--- config.mk ---
export PLATFORM = sky130hd
export DESIGN_NAME = mvm_job_scheduler
export DESIGN_NICKNAME = d
export VERILOG_FILES = /design/src/rtl/mvm_job_scheduler.sv
export SDC_FILE = /design/constraint.sdc
export NUM_CORES = 1
export LEC_CHECK = 0
export ABC_AREA = 0
export BUFFER_PORTS_ARGS = -buffer_cell sky130_fd_sc_hd__buf_2
export CAP_MARGIN = 20
export CORE_MARGIN = 3
export CORE_UTILIZATION = 53
export DETAILED_ROUTE_END_ITERATION = 10
export PLACE_DENSITY = 0.76
export SETUP_SLACK_MARGIN = 0.02
export SLEW_MARGIN = 20
export SYNTH_ARGS = -nofsm -noshare
export SYNTH_HDL_FRONTEND = slang
export SYNTH_SLANG_ARGS = --single-unit
--- constraint.sdc ---
create_clock -name clk -period 2.55 [get_ports clk]
set_input_delay 0.255 -clock clk [delete_from_list [all_inputs] [get_ports clk]]
set_output_delay 0.255 -clock clk [all_outputs]
set_load 0.02 [all_outputs]
--- src/rtl/mvm_job_scheduler.sv ---
// Job scheduler for the NxN matrix-vector engine.
// Buffers host job descriptors in a small FIFO, runs each job as
// (optional accumulator clear) -> start -> wait for done under a cycle
// watchdog, and hands back one completion record per job.
module mvm_job_scheduler #(
    parameter int ADDR_W  = 8,
    parameter int ID_W    = 4,
    parameter int QDEPTH  = 4,
    parameter int CYC_W   = 16,
    parameter int TIMEOUT = 1000
) (
    input  logic                       clk,
    input  logic                       rst,
    input  logic                       job_valid,
    output logic                       job_ready,
    input  logic [ID_W-1:0]            job_id,
    input  logic [ADDR_W-1:0]          job_w_base,
    input  logic [ADDR_W-1:0]          job_x_base,
    input  logic                       job_clear,
    input  logic                       abort,
    output logic                       eng_clear,
    output logic                       eng_start,
    output logic [ADDR_W-1:0]          eng_w_base,
    output logic [ADDR_W-1:0]          eng_x_base,
    input  logic                       eng_busy,
    input  logic                       eng_done,
    output logic                       cmp_valid,
    input  logic                       cmp_ready,
    output logic [ID_W-1:0]            cmp_id,
    output logic [1:0]                 cmp_status,
    output logic [CYC_W-1:0]           cmp_cycles,
    output logic [$clog2(QDEPTH):0]    q_level,
    output logic                       idle
);

    localparam int PTR_W = $clog2(QDEPTH);
    localparam int LVL_W = PTR_W + 1;
    localparam logic [LVL_W-1:0] FULL_LVL  = LVL_W'(QDEPTH);
    localparam logic [CYC_W-1:0] TIMEOUT_C = CYC_W'(TIMEOUT);

    localparam logic [1:0] ST_OK      = 2'b00;
    localparam logic [1:0] ST_TIMEOUT = 2'b01;
    localparam logic [1:0] ST_ABORTED = 2'b10;

    typedef enum logic [2:0] {
        S_IDLE,
        S_CLEAR,
        S_LAUNCH,
        S_RUN,
        S_REPORT
    } state_t;

    state_t state;

    logic [ID_W-1:0]   fifo_id  [QDEPTH];
    logic [ADDR_W-1:0] fifo_w   [QDEPTH];
    logic [ADDR_W-1:0] fifo_x   [QDEPTH];
    logic              fifo_clr [QDEPTH];

    logic [PTR_W-1:0]  wr_ptr;
    logic [PTR_W-1:0]  rd_ptr;
    logic [LVL_W-1:0]  count;
    logic [ID_W-1:0]   cur_id;
    logic [CYC_W-1:0]  counter;
    logic [CYC_W-1:0]  cnt_next;
    logic              push;
    logic              pop;
    logic              abort_job;

    // job_ready looks only at occupancy, so a full FIFO never passes a
    // descriptor straight through even when a pop happens the same cycle.
    assign job_ready = (count != FULL_LVL);
    assign q_level   = count;
    assign idle      = (state == S_IDLE) && (count == '0);
    assign push      = job_valid && job_ready && !abort;
    assign pop       = (state == S_IDLE) && (count != '0) && !eng_busy
                       && !cmp_valid && !abort;
    assign abort_job = abort && ((state == S_CLEAR) || (state == S_LAUNCH)
                                 || (state == S_RUN));
    assign cnt_next  = counter + 1'b1;

    // Descriptor storage: data only, written on push, no reset needed.
    always_ff @(posedge clk) begin
        if (push) begin
            fifo_id[wr_ptr]  <= job_id;
            fifo_w[wr_ptr]   <= job_w_base;
            fifo_x[wr_ptr]   <= job_x_base;
            fifo_clr[wr_ptr] <= job_clear;
        end
    end

    // FIFO pointers and occupancy; abort empties the queue and drops any push.
    always_ff @(posedge clk or posedge rst) begin
        if (rst) begin
            wr_ptr <= '0;
            rd_ptr <= '0;
            count  <= '0;
        end else if (abort) begin
            wr_ptr <= '0;
            rd_ptr <= '0;
            count  <= '0;
        end else begin
            if (push) wr_ptr <= wr_ptr + 1'b1;
            if (pop)  rd_ptr <= rd_ptr + 1'b1;
            count <= count + LVL_W'(push) - LVL_W'(pop);
        end
    end

    // Job sequencer with registered engine strobes and completion record.
    always_ff @(posedge clk or posedge rst) begin
        if (rst) begin
            state      <= S_IDLE;
            eng_clear  <= 1'b0;
            eng_start  <= 1'b0;
            eng_w_base <= '0;
            eng_x_base <= '0;
            cmp_valid  <= 1'b0;
            cmp_id     <= '0;
            cmp_status <= '0;
            cmp_cycles <= '0;
            cur_id     <= '0;
            counter    <= '0;
        end else begin
            eng_clear <= 1'b0;
            eng_start <= 1'b0;
            if (abort_job) begin
                state      <= S_REPORT;
                cmp_valid  <= 1'b1;
                cmp_id     <= cur_id;
                cmp_status <= ST_ABORTED;
                cmp_cycles <= counter;
            end else begin
                case (state)
                    S_IDLE: begin
                        if (pop) begin
                            cur_id     <= fifo_id[rd_ptr];
                            eng_w_base <= fifo_w[rd_ptr];
                            eng_x_base <= fifo_x[rd_ptr];
                            counter    <= '0;
                            if (fifo_clr[rd_ptr]) begin
                                state     <= S_CLEAR;
                                eng_clear <= 1'b1;
                            end else begin
                                state     <= S_LAUNCH;
                                eng_start <= 1'b1;
                            end
                        end
                    end
                    S_CLEAR: begin
                        state     <= S_LAUNCH;
                        eng_start <= 1'b1;
                    end
                    S_LAUNCH: begin
                        state   <= S_RUN;
                        counter <= '0;
                    end
                    S_RUN: begin
                        // Done takes priority over a watchdog expiring on the same cycle.
                        if (eng_done) begin
                            state      <= S_REPORT;
                            cmp_valid  <= 1'b1;
                            cmp_id     <= cur_id;
                            cmp_status <= ST_OK;
                            cmp_cycles <= cnt_next;
                        end else if (cnt_next == TIMEOUT_C) begin
                            state      <= S_REPORT;
                            cmp_valid  <= 1'b1;
                            cmp_id     <= cur_id;
                            cmp_status <= ST_TIMEOUT;
                            cmp_cycles <= TIMEOUT_C;
                        end else begin
                            counter <= cnt_next;
                        end
                    end
                    S_REPORT: begin
                        if (cmp_ready) begin
                            state     <= S_IDLE;
                            cmp_valid <= 1'b0;
                        end
                    end
                    default: state <= S_IDLE;
                endcase
            end
        end
    end

endmodule

# After elaboration in Yosys (flattened, before gate mapping)

Memories as Yosys holds them, arrays and structs flattened. A register that Yosys moved wholly into a read port is not among the register bits.
Index checks and enable logic that the tools add are counted.

Bits in writable memories: 84
Output and inout bits: 46
Register bits after elaboration: 51
Input bits: 28
Memories: 4

Reductions and logical operators: 27
Add/subtract/negate cells: 5
Bitwise logic cells: 1
Muxes and demuxes: 43
Eq/ne operators: 12

Memories:

| name     | depth | bits a word | rd ports | clocked after Yosys merged registers in | wr ports | line | source |
|---|---|---|---|---|---|---|---|
| fifo_w   | 4     | 8           | 1        | 1                                       | 1        | 56   | `logic [ADDR_W-1:0] fifo_w [QDEPTH];` |
| fifo_x   | 4     | 8           | 1        | 1                                       | 1        | 57   | `logic [ADDR_W-1:0] fifo_x [QDEPTH];` |
| fifo_id  | 4     | 4           | 1        | 1                                       | 1        | 55   | `logic [ID_W-1:0] fifo_id [QDEPTH];` |
| fifo_clr | 4     | 1           | 1        | 0                                       | 1        | 58   | `logic fifo_clr [QDEPTH];` |

Operator list:

| cell                    | number |
|---|---|
| $mux W16                | 7 |
| $pmux W16 S3            | 1 |
| $mux W2                 | 9 |
| $mux W3                 | 6 |
| $add A16 B1 Y16 const B | 1 |
| $eq A16 B10 Y1 const B  | 1 |
| $mux W4                 | 4 |
| $pmux W3 S5             | 1 |
| $mux W1                 | 13 |
| $reduce_bool A3 Y1      | 4 |
| $ne A3 B3 Y1 const B    | 3 |
| $reduce_and A3 Y1       | 3 |
| $logic_and A1 B1 Y1     | 8 |
| $eq A3 B2 Y1 const B    | 2 |
| $logic_not A3 Y1        | 2 |
| $ne A2 B2 Y1 const B    | 3 |
| $reduce_bool A2 Y1      | 3 |
| $reduce_and A5 Y1       | 1 |
| $add A2 B1 Y2 const B   | 2 |
| $ne A4 B3 Y1 const B    | 1 |
| $pmux W1 S2             | 2 |
| $add A3 B1 Y3           | 1 |
| $eq A3 B1 Y1 const B    | 1 |
| $eq A3 B3 Y1 const B    | 1 |
| 5 further kinds         | 8 |

# Longest topological paths before layout

Gate-level depths: netlist of run 1.

Word-level depth: 8
Mapped depth: 12
Depth with buffers taken out: 12

# Worst setup path after synthesis of run 1

No wires, ideal clock.

Path type: flip-flop to flip-flop
Start: register count[1] (netlist: q_level[1])
End: register count[2] (netlist: q_level[2])
Buffers on the path: 1
Data arrival time: 2602 ps
Clock period less this slack: 2734 ps
Cell stages (with the launch flop): 13
Path slack: -184 ps
Path through: dfrtp_1 > nor3_1 > nor3_1 > nand2_1 > nor2_1 > clkbuf_1 > ha_1 > inv_1 > ha_1 > inv_1 > fa_1 > xnor2_1 > nor2_1

Cells in the longest elaborated chain, start to end: 7
Elaborated cells between the ends (all ways): 11

RTL lines:

| item                                                  | line | source |
|---|---|---|
| start, declared                                       | 62   | `logic [LVL_W-1:0] count;` |
| start signal, assigned                                | 105  | `count <= count + LVL_W'(push) - LVL_W'(pop);` |
| branches (longest 5 deep; another with $add A3 B1 Y3) | n/a  |  |
| $sub A3 B1 Y3 (*)                                     | 105  |  |
| $mux W3 (*)                                           | 98   | `end else if (abort) begin` |

Mark *: on every way between the ends.
A chain may end at the register's enable or synchronous reset.

# Worst setup path in the final report of run 1

Start: register counter[0]
End: register cmp_id[2]

Cells in the longest elaborated chain, start to end: 4

RTL lines:

| item                         | line | source |
|---|---|---|
| start, declared              | 64   | `logic [CYC_W-1:0] counter;` |
| start signal, assigned       | 172  | `counter <= cnt_next;` |
| $add A16 B1 Y16              | 80   | `assign cnt_next = counter + 1'b1;` |
| $eq A16 B10 Y1               | 165  | `end else if (cnt_next == TIMEOUT_C) begin` |
| $reduce_bool A3 Y1 (no line) | n/a  |  |
| $reduce_and A2 Y1 (no line)  | n/a  |  |
| end signal, assigned         | 129  | `cmp_id <= cur_id;` |
| end signal, assigned         | 162  | `cmp_id <= cur_id;` |
| end signal, assigned         | 168  | `cmp_id <= cur_id;` |
| end, declared                | 29   | `output logic [ID_W-1:0] cmp_id,` |

No other way between the ends.

==> results.yml, run 1 <==
pwr:
  sw_frac_of_total: 0.307
  p_per_area_nw_per_um2: 951
  p_leak_uw: 0.00333
  pwr-share-seq: 0.426
  pwr-share-comb: 0.261
  p_switching_uw: 2430
  clock_power_share: 0.312
  p_total_uw: 7920
  p_int_uw: 5490
  ir_worst_vdd_uv: 775
synthesis:
  synth.avg_cell_area_sq_um: 13.9
  synth_top_area_frac: 0.363
  synth_top_flop_cell: "edfxtp_1"
  yosys.area_share.simple: 0.0968
  synth.area.mux_share: 0.145
  synth_fa_ha_area_frac: 0.0173
  synth_top_family_by_area: "multiplexers"
  seq_area_frac_synth: 0.619
  synth_top_area_cell: "edfxtp_1"
  ys_ff_latch: 155
  ys_async_sr_fraction: 0.458
  synthXorXnorAreaFrac: 0.0101
  synth-compound-area-share: 0.0768
  yosys-top-cells-area: "edfxtp_1, dfrtp_1, mux4_2, mux2_2, mux2_4"
  syn_area_sq_um: 6940
  synthDistinctLibCells: 54
  synth-edff-count: 84
  yosysWarnings: 0
  synth.net_count: 535
  netlist_instances: 498
layout:
  area_delta_synth_final_pct: 19.9
  nets: 636
  nFillCells: 941
  layout_commonest_cell: "edfxtp_1"
  ff_latch_area_sq_um: 4300
  n_antenna_cell: 0
  final_cell_mix: "edfxtp_1, buf_2, dfrtp_1"
  finalCoreUtilization: 0.655
  multi_input_comb_area_sq_um: 2440
  drive_gt1_frac: 0.361
timing:
  layout_min_cycle_time_ns: 2.45
  slew_headroom: 0.625
  worstMarginPinSlew_ns: 0.562
  hold_viol_final: 0
  tns_ns: 0
  final.setup_skew_ns: 0.00614
  rsz0062_at_grt: "no"
  fmax_mhz: 408
  slew_viol_final: 0
  finalSetupViolCount: 0
  fin_crit_sh: 0.961
critical_path:
  critPathKind: "reg2reg"
  crit_arrival_ns: 2.75
  reg2reg_to: "cmp_id[2]"
  worstPathMaxFanout: 8
  worstSetupStartpointType: "flip-flop"
  rrSetupSlack_ns: 0.10
  reg2reg_depth: 9
  endpoint_kind: "flip-flop"
  r2r-start: "counter[0]"
  required_ns: 2.85
clock_network:
  cts.htree.levels: 4
  cts_tree: "done"
  cts_made_buffers: 17
  path_clk_slew_ns: 0.06
  clock_tree.buffer_depth: 2
  cts_root_buf: "clkbuf_16"
  insertion_delay_ns: 0.42
  clock-sinks: 155
global_route:
  globalRouteOverflowTotal: 0
  grt_max_degree: 59
  track_usage: 0.217
  first_global_vias: 4484
  grt_pass1_wl_mm: 23.9
  antenna_found_initial: 0
route:
  wl_mm: 15.2
  maxUsedRoutingLayer: "met4"
  wl_per_cell_um: 19.4
  dr.pass1.iters: 5
  viasPerCell: 5.76
  num_vias: 4516
  met3_length_um: 995
  drtIter0Drc: 287
  ant_nets: 0
  drc: 0
  met2_length_mm: 7.91
  wl_met1_mm: 6.06
place:
  gp_congestion: 0.887
  dp_hpwl_mm: 9.59
  io_buffers: 73
min_path:
  hold_depth: 1
  min_to: "fifo_w[2][6]"
  hold_path_startpoint: "job_w_base[6]"
  min_path_type: "in2reg"
floorplan:
  initial_core_util: 0.546
  rows: 41
  core-area_sq_um: 12700
  ios: 74
  die_y_um: 120
  die_w_um: 120
  dieArea_sq_um: 14500
run_status:
  status: "finished clean"
run:
  drv_cap: 0
-- state kept, by name, summed over array words and instances (netlist names) --
| register | cells |
|---|---|
| rd_ptr | 2 |
| state | 3 |
| eng_start | 1 |
| fifo_x | 32 |
| cmp_id | 4 |
| fifo_w | 32 |
| eng_clear | 1 |
| cmp_valid | 1 |
| fifo_clr | 4 |
| cmp_cycles | 16 |
| cmp_status | 2 |
| counter | 16 |
| q_level | 3 |
| fifo_id | 16 |
| eng_x_base | 8 |
| eng_w_base | 8 |
| cur_id | 4 |
| wr_ptr | 2 |
-- per-stage QoR --
step           hold slack [ns]  cell area [sq um]  worst slack (ns)  std cells
6_report                0.0487               8330             0.101        784
2_1_floorplan            0.354               6950            0.0325        498
4_1_cts                 0.0363               8240            0.0335        780
3_5_place_dp             0.273               7650            0.0482        747
5_1_grt                 0.0346               8330           0.00507        784
3_3_place_gp             0.267               7650             0.112        747
-- worst max path at each step --
stage               startpoint          to  slack [ns]  cells past startpoint
floorplan           q_level[0]  q_level[2]        0.03                     12
global placement    counter[0]   cmp_id[2]        0.11                     10
detailed placement  counter[0]   cmp_id[2]        0.05                     10
CTS                 counter[0]   cmp_id[2]        0.03                     10
global route        counter[0]   cmp_id[2]       0.005                      9
finish              counter[0]   cmp_id[2]        0.10                      9
-- Yosys cell counts (all sizes together) (2+ instances only) --
master / number
a21boi: 3
a21o: 4
a21oi: 21
a31oi: 6
a32oi: 2
and2: 6
and3: 6
and4b: 2
buf: 19
clkbuf: 14
dfrtp: 71
edfxtp: 84
ha: 8
inv: 16
mux2: 36
mux2i: 7
mux4: 21
nand2: 33
nand2b: 3
nand3: 15
nand4: 5
nor2: 30
nor2b: 5
nor3: 12
nor4: 6
o211ai: 3
o21ai: 22
o22ai: 4
o31ai: 10
or2: 3
or3: 2
xnor2: 5
xor2: 3
-- power groups by stage --
stage	registers (uW)	logic (uW)	clock network (uW)
after floorplan	3620	1150	0
after detailed placement	3410	2030	0
after global placement	3380	1970	0
after CTS	3370	2040	2510
final	3380	2070	2470
after global routing	3420	2230	2620
-- cell families (layout without fill, tap and decap cells) --
family / Yosys count / after routing
compound gates: 83 / 83
fa+ha+maj: 9 / 9
xor+xnor: 8 / 8
mux: 64 / 64
buf+inv: 49 / 163
simple gates: 130 / 130
flops: 155 / 155
-- area by class of cell --
class                           instances  share of cell area
Sequential cell                       155               0.516
Timing Repair Buffer                  115              0.0876
Clock inverter                         12              0.0165
Multi-Input combinational cell        294               0.293
Tap cell                              172              0.0258
Inverter                               16             0.00721
Clock buffer                           20              0.0536
-- metal layers --
| layer | vias to the layer above | global-route usage |
|---|---|---|
| li1 | 2066 | - |
| met2 | 149 | 0.368 |
| met3 | 22 | 0.0674 |
| met1 | 2279 | 0.267 |
| met5 | - | 0 |
| met4 | 0 | 0.0694 |
-- worst max-delay path, stage by stage (launching register included) --
cell and delay [ns]:
dfrtp_2 0.43, ha_4 0.17, nand4_1 0.16, nor4_2 0.34, and3_1 0.23, o2111ai_2 0.15
o21ai_4 0.17, and2_4 0.21, buf_12 0.15, mux2_2 0.33
-- timing repair --
item,4_1_cts,5_1_grt
gates resized for setup,0,8
setup buffers,0,3
hold buffers,1,0
setup endpoints to repair,0,18
hold endpoints to repair,13,0
No activity file was read; power rests on OpenSTA's default activity.
==> run 2, diff against run 1 <==
--- a/config.mk
+++ b/config.mk
@@ -12,2 +12,3 @@
 export CORE_UTILIZATION = 53
+export CTS_CLUSTER_SIZE = 16
 export DETAILED_ROUTE_END_ITERATION = 10
==> constraint.sdc (replaced) <==
create_clock -name clk -period 2.55 [get_ports clk]
set_input_delay 0.6375 -clock clk [delete_from_list [all_inputs] [get_ports clk]]
set_output_delay 0.6375 -clock clk [all_outputs]
set_load 0.02 [all_outputs]
==> run 2 against run 1 <==
Against the previous run: non-clock buffer count fell by 2; count of clock-buffer cells in the layout fell by 1; hold slack improved by 0.22 ns; die area did not move; sequential share of layout area rose by 0.43 points; flip-flop and latch count did not move; critical path type unchanged; critical endpoint is now cmp_cycles[7]; largest power group unchanged.
==> results.yml, run 2 (synthesis results as in run 1) <==
run_status:
  status: "finished clean"
timing:
  fin_crit_sh: 0.950
  layout_min_cycle_time_ns: 2.42
  fmax_mhz: 413
  slew_headroom: 0.609
  slew_viol_final: 0
  finalSetupViolCount: 0
  final.setup_skew_ns: 0.00686
  rsz0062_at_grt: "no"
  worstMarginPinSlew_ns: 0.586
  tns_ns: 0
  hold_viol_final: 0
clock_network:
  cts.htree.levels: 4
  clock_tree.buffer_depth: 2
  cts_made_buffers: 17
  post-cts-setup-buffers: 0
  path_clk_slew_ns: 0.06
  clock-sinks: 155
  cts_root_buf: "clkbuf_16"
  insertion_delay_ns: 0.42
  cts_tree: "done"
global_route:
  first_global_vias: 4806
  track_usage: 0.219
  antenna_found_initial: 0
  grt_pass1_wl_mm: 24.4
  globalRouteOverflowTotal: 0
  grt_max_degree: 38
critical_path:
  cpPeakStageDelay_ns: 0.39
  cp_cell_sequence: "ha_1, a21boi_1, a31oi_1, o21ai_1, o2111ai_2, o21ai_4, and2_4, buf_12, mux2_4"
  crit_buf_inv: 1
  endpoint_kind: "flip-flop"
  required_ns: 2.86
  rrSetupSlack_ns: 0.13
  r2r-start: "counter[1]"
  reg2reg_depth: 9
  reg2reg_to: "cmp_cycles[7]"
  crit_arrival_ns: 2.73
  worstSetupStartpointType: "flip-flop"
  worstPathMaxFanout: 14
  crit_slowest_cell: "dfrtp_1"
  cpLargestDelayFamily: "compound AO/OA/AOI/OAI gates"
  critPathKind: "reg2reg"
route:
  drtIter0Drc: 271
  viasPerCell: 5.69
  drc: 0
  dr.pass1.iters: 4
  wl_per_cell_um: 18.9
  num_vias: 4453
  ant_nets: 0
  wl_mm: 14.8
layout:
  n_antenna_cell: 0
  nets: 634
  fin_cells: 782
  drive_gt1_frac: 0.359
  area_delta_synth_final_pct: 19.0
  nFillCells: 970
  top_regs: "fifo_w x32, fifo_x x32"
  final_cell_mix: "edfxtp_1, buf_2, dfrtp_1"
  layout_commonest_cell: "edfxtp_1"
floorplan:
  die_y_um: 120
  ios: 74
  core-area_sq_um: 12700
  die_w_um: 120
  initial_core_util: 0.546
  rows: 41
  dieArea_sq_um: 14500
place:
  gp_congestion: 0.880
  io_buffers: 73
  dp_cells: 750
  dp_hpwl_mm: 9.89
pwr:
  p_leak_uw: 0.00331
  p_per_area_nw_per_um2: 948
  ir_worst_vdd_uv: 603
run:
  drv_cap: 0
min_path:
  min_path_type: "in2async"
## run 2: cell count changes in the layout (fill, tap and decap cells not counted), moves of 2 or more
cell       delta
inv_6         +4
bufinv_16     -2
clkbuf_1      -2
inv_8         +2
## run 2: what timing repair did
action                                  4_1_cts  5_1_grt
hold buffers                                  0        0
resized for setup                             0        4
endpoints found under the setup margin        0       15
## run 2: through the flow
step                utilization  area, sq um  worst slack (ns)  hold WS (ns)  total power [uW]
floorplan                     -         6950            0.0258         0.475              4770
global placement          0.604         7680             0.134         0.486              5390
detailed placement        0.604         7680            0.0615         0.489              5460
CTS                       0.649         8250            0.0556         0.277              7900
global route              0.649         8260            0.0305         0.293              8190
finish                    0.649         8260             0.127         0.272              7830
## run 2: how the worst max path moves through the flow
stage,slack [ns],start,end,cells past startpoint
finish,0.13,counter[1],cmp_cycles[7],9
global placement,0.13,counter[1],cmp_cycles[8],9
CTS,0.06,counter[1],cmp_cycles[13],9
global route,0.03,counter[0],cmp_cycles[13],9
floorplan,0.03,eng_busy,q_level[2],11
detailed placement,0.06,counter[1],cmp_cycles[14],9
## run 2: routing by layer
metal	share of wire	track usage	vias to the layer above
li1	-	-	2056
met1	0.41	0.258	2238
met2	0.52	0.384	134
met3	0.056	0.0659	25
met4	0.014	0.0751	0
met5	0	0	-
## run 2: cell type report
cell class | instances | area (sq um) | share of cell area
Multi-Input combinational cell | 294 | 2410 | 0.292
Tap cell | 172 | 215 | 0.0261
Inverter | 16 | 60.1 | 0.00727
Clock buffer | 19 | 453 | 0.0548
Timing Repair Buffer | 113 | 703 | 0.0851
Clock inverter | 13 | 119 | 0.0144
Sequential cell | 155 | 4300 | 0.521
## run 2: worst register-to-register path: cells and delay by family (launching register included)
family | cells | cell delay, ns
buf+inv | 1 | 0.17
flops | 1 | 0.39
mux | 1 | 0.32
fa+ha+maj | 1 | 0.21
compound gates | 5 | 1.04
simple gates | 1 | 0.19
## run 2: report_power, final
group	switching (uW)	total (uW)	internal, uW	leakage, uW
Clock	1070	2410	1340	0.000283
Sequential	284	3360	3080	0.00169
Combinational	1140	2050	910	0.00134
